`src/rtl/i2c_pkg.sv`:
```
// ---------------------------------------------------------------------------
// i2c_pkg
// Shared types and constants for the single-byte I2C master controller.
//   i2c_state_e : controller state encoding
//   i2c_cmd_t   : command captured at acceptance {rw, addr, data}
//   SLOT_PHASES : number of quarter phases in one bit slot
//   BYTE_W      : width of a data byte on the bus
// ---------------------------------------------------------------------------
package i2c_pkg;

    localparam int SLOT_PHASES = 4;
    localparam int BYTE_W      = 8;

    typedef enum logic [3:0] {
        ST_IDLE,
        ST_START,
        ST_ADDR,
        ST_ADDR_ACK,
        ST_WR_DATA,
        ST_WR_ACK,
        ST_RD_DATA,
        ST_RD_ACK,
        ST_STOP
    } i2c_state_e;

    typedef struct packed {
        logic              rw;
        logic [6:0]        addr;
        logic [BYTE_W-1:0] data;
    } i2c_cmd_t;

endpackage

```
`src/rtl/i2c_phase_timer.sv`:
```
// ---------------------------------------------------------------------------
// i2c_phase_timer
// Divides each bit slot into SLOT_PHASES phases of QTR clk cycles.
// Ports:
//   clk, rst   : system clock, synchronous active-high reset
//   run        : counters advance while high, are held at zero while low
//   hold       : freezes the quarter counter (slave clock stretching)
//   phase      : current phase within the slot (0..3)
//   phase_end  : last cycle of the current phase (counter will wrap)
//   slot_end   : last cycle of phase 3, i.e. of the whole slot
//   sample_pt  : first cycle of phase 3, where SDA is sampled
// ---------------------------------------------------------------------------
module i2c_phase_timer
    import i2c_pkg::*;
#(
    parameter int QTR = 250
) (
    input  logic       clk,
    input  logic       rst,
    input  logic       run,
    input  logic       hold,
    output logic [1:0] phase,
    output logic       phase_end,
    output logic       slot_end,
    output logic       sample_pt
);

    localparam logic [15:0] QTR_LAST   = 16'(QTR - 1);
    localparam logic [1:0]  PHASE_LAST = 2'(SLOT_PHASES - 1);

    logic [15:0] qtr_q, qtr_d;
    logic [1:0]  phase_q, phase_d;

    // The phase counter wraps 3 -> 0 by plain 2-bit overflow, so a new slot
    // starts automatically without any extra bookkeeping.
    always_comb begin
        qtr_d   = qtr_q;
        phase_d = phase_q;
        if (!run) begin
            qtr_d   = '0;
            phase_d = '0;
        end else if (!hold) begin
            if (qtr_q == QTR_LAST) begin
                qtr_d   = '0;
                phase_d = phase_q + 2'd1;
            end else begin
                qtr_d = qtr_q + 16'd1;
            end
        end
    end

    always_ff @(posedge clk) begin
        if (rst) begin
            qtr_q   <= '0;
            phase_q <= '0;
        end else begin
            qtr_q   <= qtr_d;
            phase_q <= phase_d;
        end
    end

    assign phase     = phase_q;
    assign phase_end = run && !hold && (qtr_q == QTR_LAST);
    assign slot_end  = phase_end && (phase_q == PHASE_LAST);
    assign sample_pt = run && (phase_q == PHASE_LAST) && (qtr_q == '0);

endmodule

```
`src/rtl/i2c_master_ctrl.sv`:
```
// ---------------------------------------------------------------------------
// i2c_master_ctrl
// Single-byte I2C master: START, 7-bit address + R/W, one data byte
// (write with slave ACK check, or read ending with a master NACK), STOP.
// Ports:
//   clk, rst                 : system clock, synchronous active-high reset
//   cmd_valid/cmd_ready      : command handshake, accepted only in IDLE
//   cmd_rw, cmd_addr, cmd_data : command fields (data ignored for reads)
//   rsp_valid                : one-cycle completion pulse
//   rsp_data, rsp_nack       : read byte (0 after writes) and NACK flag
//   busy                     : high whenever not IDLE
//   i_scl, i_sda             : sampled bus lines
//   o_scl, o_sda             : constant 0 (open-drain data value)
//   o_scl_en, o_sda_en       : 1 pulls the line low, 0 releases it
// Configuration:
//   I2C_CLK_STRETCH_EN : when defined, phase 2 is held until i_scl reads 1
// ---------------------------------------------------------------------------
module i2c_master_ctrl
    import i2c_pkg::*;
#(
    parameter int QTR = 250
) (
    input  logic              clk,
    input  logic              rst,
    input  logic              cmd_valid,
    output logic              cmd_ready,
    input  logic              cmd_rw,
    input  logic [6:0]        cmd_addr,
    input  logic [BYTE_W-1:0] cmd_data,
    output logic              rsp_valid,
    output logic [BYTE_W-1:0] rsp_data,
    output logic              rsp_nack,
    output logic              busy,
    input  logic              i_scl,
    input  logic              i_sda,
    output logic              o_scl,
    output logic              o_sda,
    output logic              o_scl_en,
    output logic              o_sda_en
);

`ifdef I2C_CLK_STRETCH_EN
    localparam bit STRETCH_EN = 1'b1;
`else
    localparam bit STRETCH_EN = 1'b0;
`endif

    i2c_state_e        state_q, state_d;
    i2c_cmd_t          cmd_q, cmd_d;
    logic [2:0]        bit_q, bit_d;
    logic [BYTE_W-1:0] shift_q, shift_d;
    logic              nack_q, nack_d;
    logic              smp_q, smp_d;
    logic              rsp_valid_q, rsp_valid_d;
    logic [BYTE_W-1:0] rsp_data_q, rsp_data_d;
    logic              rsp_nack_q, rsp_nack_d;

    logic [1:0]        phase;
    logic              phase_end;
    logic              slot_end;
    logic              sample_pt;
    logic              run;
    logic              stretch_hold;
    logic              sda_now;
    logic [BYTE_W-1:0] addr_byte;
    logic              scl_en;
    logic              sda_en;

    assign run          = (state_q != ST_IDLE);
    assign stretch_hold = STRETCH_EN && (phase == 2'd2) && !i_scl;

    i2c_phase_timer #(.QTR(QTR)) u_timer (
        .clk       (clk),
        .rst       (rst),
        .run       (run),
        .hold      (stretch_hold),
        .phase     (phase),
        .phase_end (phase_end),
        .slot_end  (slot_end),
        .sample_pt (sample_pt)
    );

    // With QTR=1 the sample cycle is also the slot's last cycle, so the
    // ACK decision must see the live sample rather than the stored one.
    assign sda_now   = sample_pt ? i_sda : smp_q;
    assign addr_byte = {cmd_q.addr, cmd_q.rw};

    // Next-state and bus drive. SCL is pulled low in phases 0-1 of every
    // slot; SDA is set per state and held for the whole slot except in
    // START/STOP, where it toggles at phase 2 while SCL is high. The bit
    // counter decrements at each data-slot end, so its 0 -> 7 wrap always
    // coincides with leaving that state.
    always_comb begin
        state_d     = state_q;
        cmd_d       = cmd_q;
        bit_d       = bit_q;
        shift_d     = shift_q;
        nack_d      = nack_q;
        smp_d       = sda_now;
        rsp_valid_d = 1'b0;
        rsp_data_d  = rsp_data_q;
        rsp_nack_d  = rsp_nack_q;
        scl_en      = run && (phase < 2'd2);
        sda_en      = 1'b0;

        case (state_q)
            ST_IDLE: begin
                if (cmd_valid) begin
                    state_d    = ST_START;
                    cmd_d.rw   = cmd_rw;
                    cmd_d.addr = cmd_addr;
                    cmd_d.data = cmd_data;
                    bit_d      = 3'd7;
                    shift_d    = '0;
                    nack_d     = 1'b0;
                end
            end
            ST_START: begin
                sda_en = phase[1];
                if (slot_end) state_d = ST_ADDR;
            end
            ST_ADDR: begin
                sda_en = ~addr_byte[bit_q];
                if (slot_end) begin
                    bit_d = bit_q - 3'd1;
                    if (bit_q == 3'd0) state_d = ST_ADDR_ACK;
                end
            end
            ST_ADDR_ACK: begin
                if (slot_end) begin
                    if (sda_now) begin
                        nack_d  = 1'b1;
                        state_d = ST_STOP;
                    end else begin
                        state_d = cmd_q.rw ? ST_RD_DATA : ST_WR_DATA;
                    end
                end
            end
            ST_WR_DATA: begin
                sda_en = ~cmd_q.data[bit_q];
                if (slot_end) begin
                    bit_d = bit_q - 3'd1;
                    if (bit_q == 3'd0) state_d = ST_WR_ACK;
                end
            end
            ST_WR_ACK: begin
                if (slot_end) begin
                    nack_d  = sda_now;
                    state_d = ST_STOP;
                end
            end
            ST_RD_DATA: begin
                if (sample_pt) shift_d = {shift_q[BYTE_W-2:0], i_sda};
                if (slot_end) begin
                    bit_d = bit_q - 3'd1;
                    if (bit_q == 3'd0) state_d = ST_RD_ACK;
                end
            end
            ST_RD_ACK: begin
                if (slot_end) state_d = ST_STOP;
            end
            ST_STOP: begin
                sda_en = ~phase[1];
                if (slot_end) begin
                    state_d     = ST_IDLE;
                    rsp_valid_d = 1'b1;
                    rsp_data_d  = cmd_q.rw ? shift_q : '0;
                    rsp_nack_d  = nack_q;
                end
            end
            default: state_d = ST_IDLE;
        endcase
    end

    always_ff @(posedge clk) begin
        if (rst) begin
            state_q     <= ST_IDLE;
            cmd_q       <= '0;
            bit_q       <= 3'd7;
            shift_q     <= '0;
            nack_q      <= 1'b0;
            smp_q       <= 1'b0;
            rsp_valid_q <= 1'b0;
            rsp_data_q  <= '0;
            rsp_nack_q  <= 1'b0;
        end else begin
            state_q     <= state_d;
            cmd_q       <= cmd_d;
            bit_q       <= bit_d;
            shift_q     <= shift_d;
            nack_q      <= nack_d;
            smp_q       <= smp_d;
            rsp_valid_q <= rsp_valid_d;
            rsp_data_q  <= rsp_data_d;
            rsp_nack_q  <= rsp_nack_d;
        end
    end

    assign cmd_ready = (state_q == ST_IDLE);
    assign busy      = run;
    assign rsp_valid = rsp_valid_q;
    assign rsp_data  = rsp_data_q;
    assign rsp_nack  = rsp_nack_q;
    assign o_scl     = 1'b0;
    assign o_sda     = 1'b0;
    assign o_scl_en  = scl_en;
    assign o_sda_en  = sda_en;

endmodule

```
`config.mk`:
```
export PLATFORM = sky130hd
export DESIGN_NAME = i2c_master_ctrl
export DESIGN_NICKNAME = d
export VERILOG_FILES = /design/src/rtl/i2c_pkg.sv /design/src/rtl/i2c_phase_timer.sv /design/src/rtl/i2c_master_ctrl.sv
export SDC_FILE = /design/constraint.sdc
export NUM_CORES = 1
export LEC_CHECK = 0
export ABC_AREA = 1
export CAP_MARGIN = 20
export CORE_ASPECT_RATIO = 0.6
export CORE_MARGIN = 3
export CORE_UTILIZATION = 50
export CTS_BUF_LIST = sky130_fd_sc_hd__clkbuf_16
export DETAILED_ROUTE_END_ITERATION = 10
export HOLD_SLACK_MARGIN = 0.1
export PLACE_DENSITY = 0.75
export RECOVER_POWER = 25
export SETUP_SLACK_MARGIN = 0.2
export SLEW_MARGIN = 20
export SYNTH_ARGS = -nofsm -noshare
export SYNTH_HDL_FRONTEND = slang
export SYNTH_HIERARCHICAL = 1
export SYNTH_SLANG_ARGS = --single-unit
export TNS_END_PERCENT = 30
```
`constraint.sdc`:
```
create_clock -name clk -period 1.9 [get_ports clk]
set_input_delay 0.285 -clock clk [delete_from_list [all_inputs] [get_ports clk]]
set_output_delay 0.285 -clock clk [all_outputs]
set_load 0.1 [all_outputs]
```
==> flow_summary.json <==
{
  "diodes": 0,
  "p_total_mw": 5.70,
  "clock_latency_ps": 330,
  "clock_power_share_pct": 25.6,
  "clock_path_buffers": 2,
  "cts_tree": "built",
  "yosysWarnings": 6,
  "avgRoutedWirePerCell_um": 13.8,
  "setup_violations": 1,
  "timing.slew.headroom_pct": 64.1,
  "holdWs_ps": 459,
  "cts_root_buffer": "clkbuf_16",
  "worstSetupPathType": "reg -> out",
  "dp_hpwl_um": 5610,
  "fin_util_pct": 73.8,
  "p_comb_share_pct": 44.6,
  "final_cell_count_no_fill": 608,
  "fin_worst_skew_ps": 4.12,
  "fmax_mhz": 524,
  "numCtsBuffers": 9,
  "grt_pass1_wl_um": 13200,
  "core_area_um2": 5860,
  "detail_route.iter0.violations": 182,
  "drc": 0,
  "fin_crit_sh_pct": 100,
  "die_h_um": 67.9,
  "dp.cells": 573,
  "htreeDepth": 3,
  "grt_max_degree": 26,
  "p_int_mw": 3.31,
  "pwr_density_cell_nw_per_um2": 1320,
  "finalMaxSlewViolations": 0,
  "io_buffers": 33,
  "p_leak_nw": 1.83,
  "worst_slack_ps": -6.60,
  "drtAntennaViolNets": 0,
  "p_sw_mw": 2.40,
  "synthToLayoutAreaGrowth_pct": 35.3,
  "grt_usage_pct": 23.3,
  "vias_per_cell": 5.23,
  "drive_above_1_share_pct": 28.2,
  "clkSlewWorstSetupHoldPaths_ps": 50,
  "num_io_pins": 37,
  "die-area_um2": 7410,
  "place.gp.congestion": 0.913,
  "cts_num_sinks": 61,
  "irDropWorstVdd_mv": 1.14,
  "wl_um": 8410,
  "num_vias": 3182,
  "hold_viol_final": 0,
  "syn_area_um2": 3190,
  "end_kind": "output pin",
  "worst-path-max-fanout": 13,
  "fin_nets": 550,
  "worst_pin_slew_ps": 541,
  "num_rows": 21,
  "start_util_pct": 54.5,
  "hold_path.class": "reg -> reg",
  "rsz0062_at_grt": "yes",
  "cp.arrival_ps": 1620,
  "fillCellCount": 448,
  "antenna_found_initial": 0,
  "gr-total-overflow": 0,
  "swShare_pct": 42.0,
  "violations": "setup timing",
  "first_pass_iters": 5,
  "cp-start-kind": "flip-flop",
  "pwr-share-seq_pct": 29.9,
  "layout_min_cycle_time_ps": 1910,
  "syn_area_per_cell_um2": 6.97,
  "status": "complete, but fails checks",
  "netlist_instances": 458,
  "grt_pass1_vias": 2818,
  "crit_required_ps": 1620,
  "placed_cell_area_um2": 3770,
  "max_cap_viol_count": 0,
  "dieWidth_um": 109,
  "fin_area_um2": 4320
}
-- path summary, 6_finish.rpt --
| kind | end | from | slack [ps] | cells after the start |
|---|---|---|---|---|
| max | o_sda_en | bit_q[0] | -7 | 7 |
| max reg2reg | state_q[1] | u_timer/qtr_q[15] | 110 | 9 |
| min reg2reg | addr_byte[2] | addr_byte[2] | 460 | 2 |
| min | addr_byte[2] | addr_byte[2] | 460 | 2 |
-- power by group through the flow --
stage / registers (mW) / logic, mW / clock network, mW
floorplan: 1.66 / 1.61 / 0
global placement: 1.69 / 2.10 / 0
detailed placement: 1.70 / 2.15 / 0
CTS: 1.68 / 2.38 / 1.48
global route: 1.72 / 2.74 / 1.55
finish: 1.70 / 2.54 / 1.46
-- state kept, by name (all words and copies together) (netlist names), 2 cells and up --
register	flops
cmd_q	8
shift_q	8
addr_byte	8
bit_q	3
u_timer/qtr_q	16
u_timer/phase	2
state_q	4
rsp_data	8
-- per-stage QoR --
step	setup WS (ps)	setup TNS, ps
2_1_floorplan	117	0
3_3_place_gp	105	0
3_5_place_dp	48.0	0
4_1_cts	72.2	0
5_1_grt	-52.6	-138
6_report	-6.60	-6.60
-- worst max-delay path, cell delays in order (launching register included) --
cell and delay, ps:
dfxtp_4 360, buf_8 140, a21oi_1 130, o21ai_0 120, nand3_1 140, nand3_2 120
nand3_4 110, buf_12 170
-- layout make-up --
| class | count | area, um2 | area share [%] |
|---|---|---|---|
| repair buffers | 67 | 607 | 14.0 |
| well taps | 80 | 100 | 2.32 |
| inverters | 48 | 186 | 4.31 |
| clock buffers | 9 | 225 | 5.21 |
| clock inverters | 7 | 42.5 | 0.984 |
| flip-flops and latches | 61 | 1240 | 28.8 |
| multi-input cells | 336 | 1920 | 44.3 |
-- layer usage --
layer / track usage (%) / wire length (um) / vias up
li1: - / - / 1608
met1: 33.3 / 3900 / 1435
met2: 34.1 / 3630 / 116
met3: 6.22 / 723 / 23
met4: 7.24 / 155 / 0
met5: 0 / 0 / -
-- repair_timing --
item	CTS	global route
endpoints found under the setup margin	21	28
resized for setup	27	31
pin swaps	15	12
buffers inserted	12	7
hold buffers	0	0
-- cell usage in the layout (no fill, tap or decap), types with 4 or more instances in the layout --
master and n:
nand3_1 32, o21ai_2 4, nand2_2 13, clkdlybuf4s50_1 19, nor2_2 4, o21ai_1 10
nand2_1 97, inv_1 37, dfxtp_2 4, clkinv_2 5, dfxtp_4 5, o21ai_0 24
buf_6 4, nor2_4 10, inv_2 9, clkbuf_2 10, buf_12 5, dfxtp_1 52
a21oi_2 8, clkbuf_16 9, ha_1 4, a21oi_1 34, nand2_4 9, buf_4 27
nand3_2 7, nor2_1 55
No activity file was read; power rests on OpenSTA's default activity.
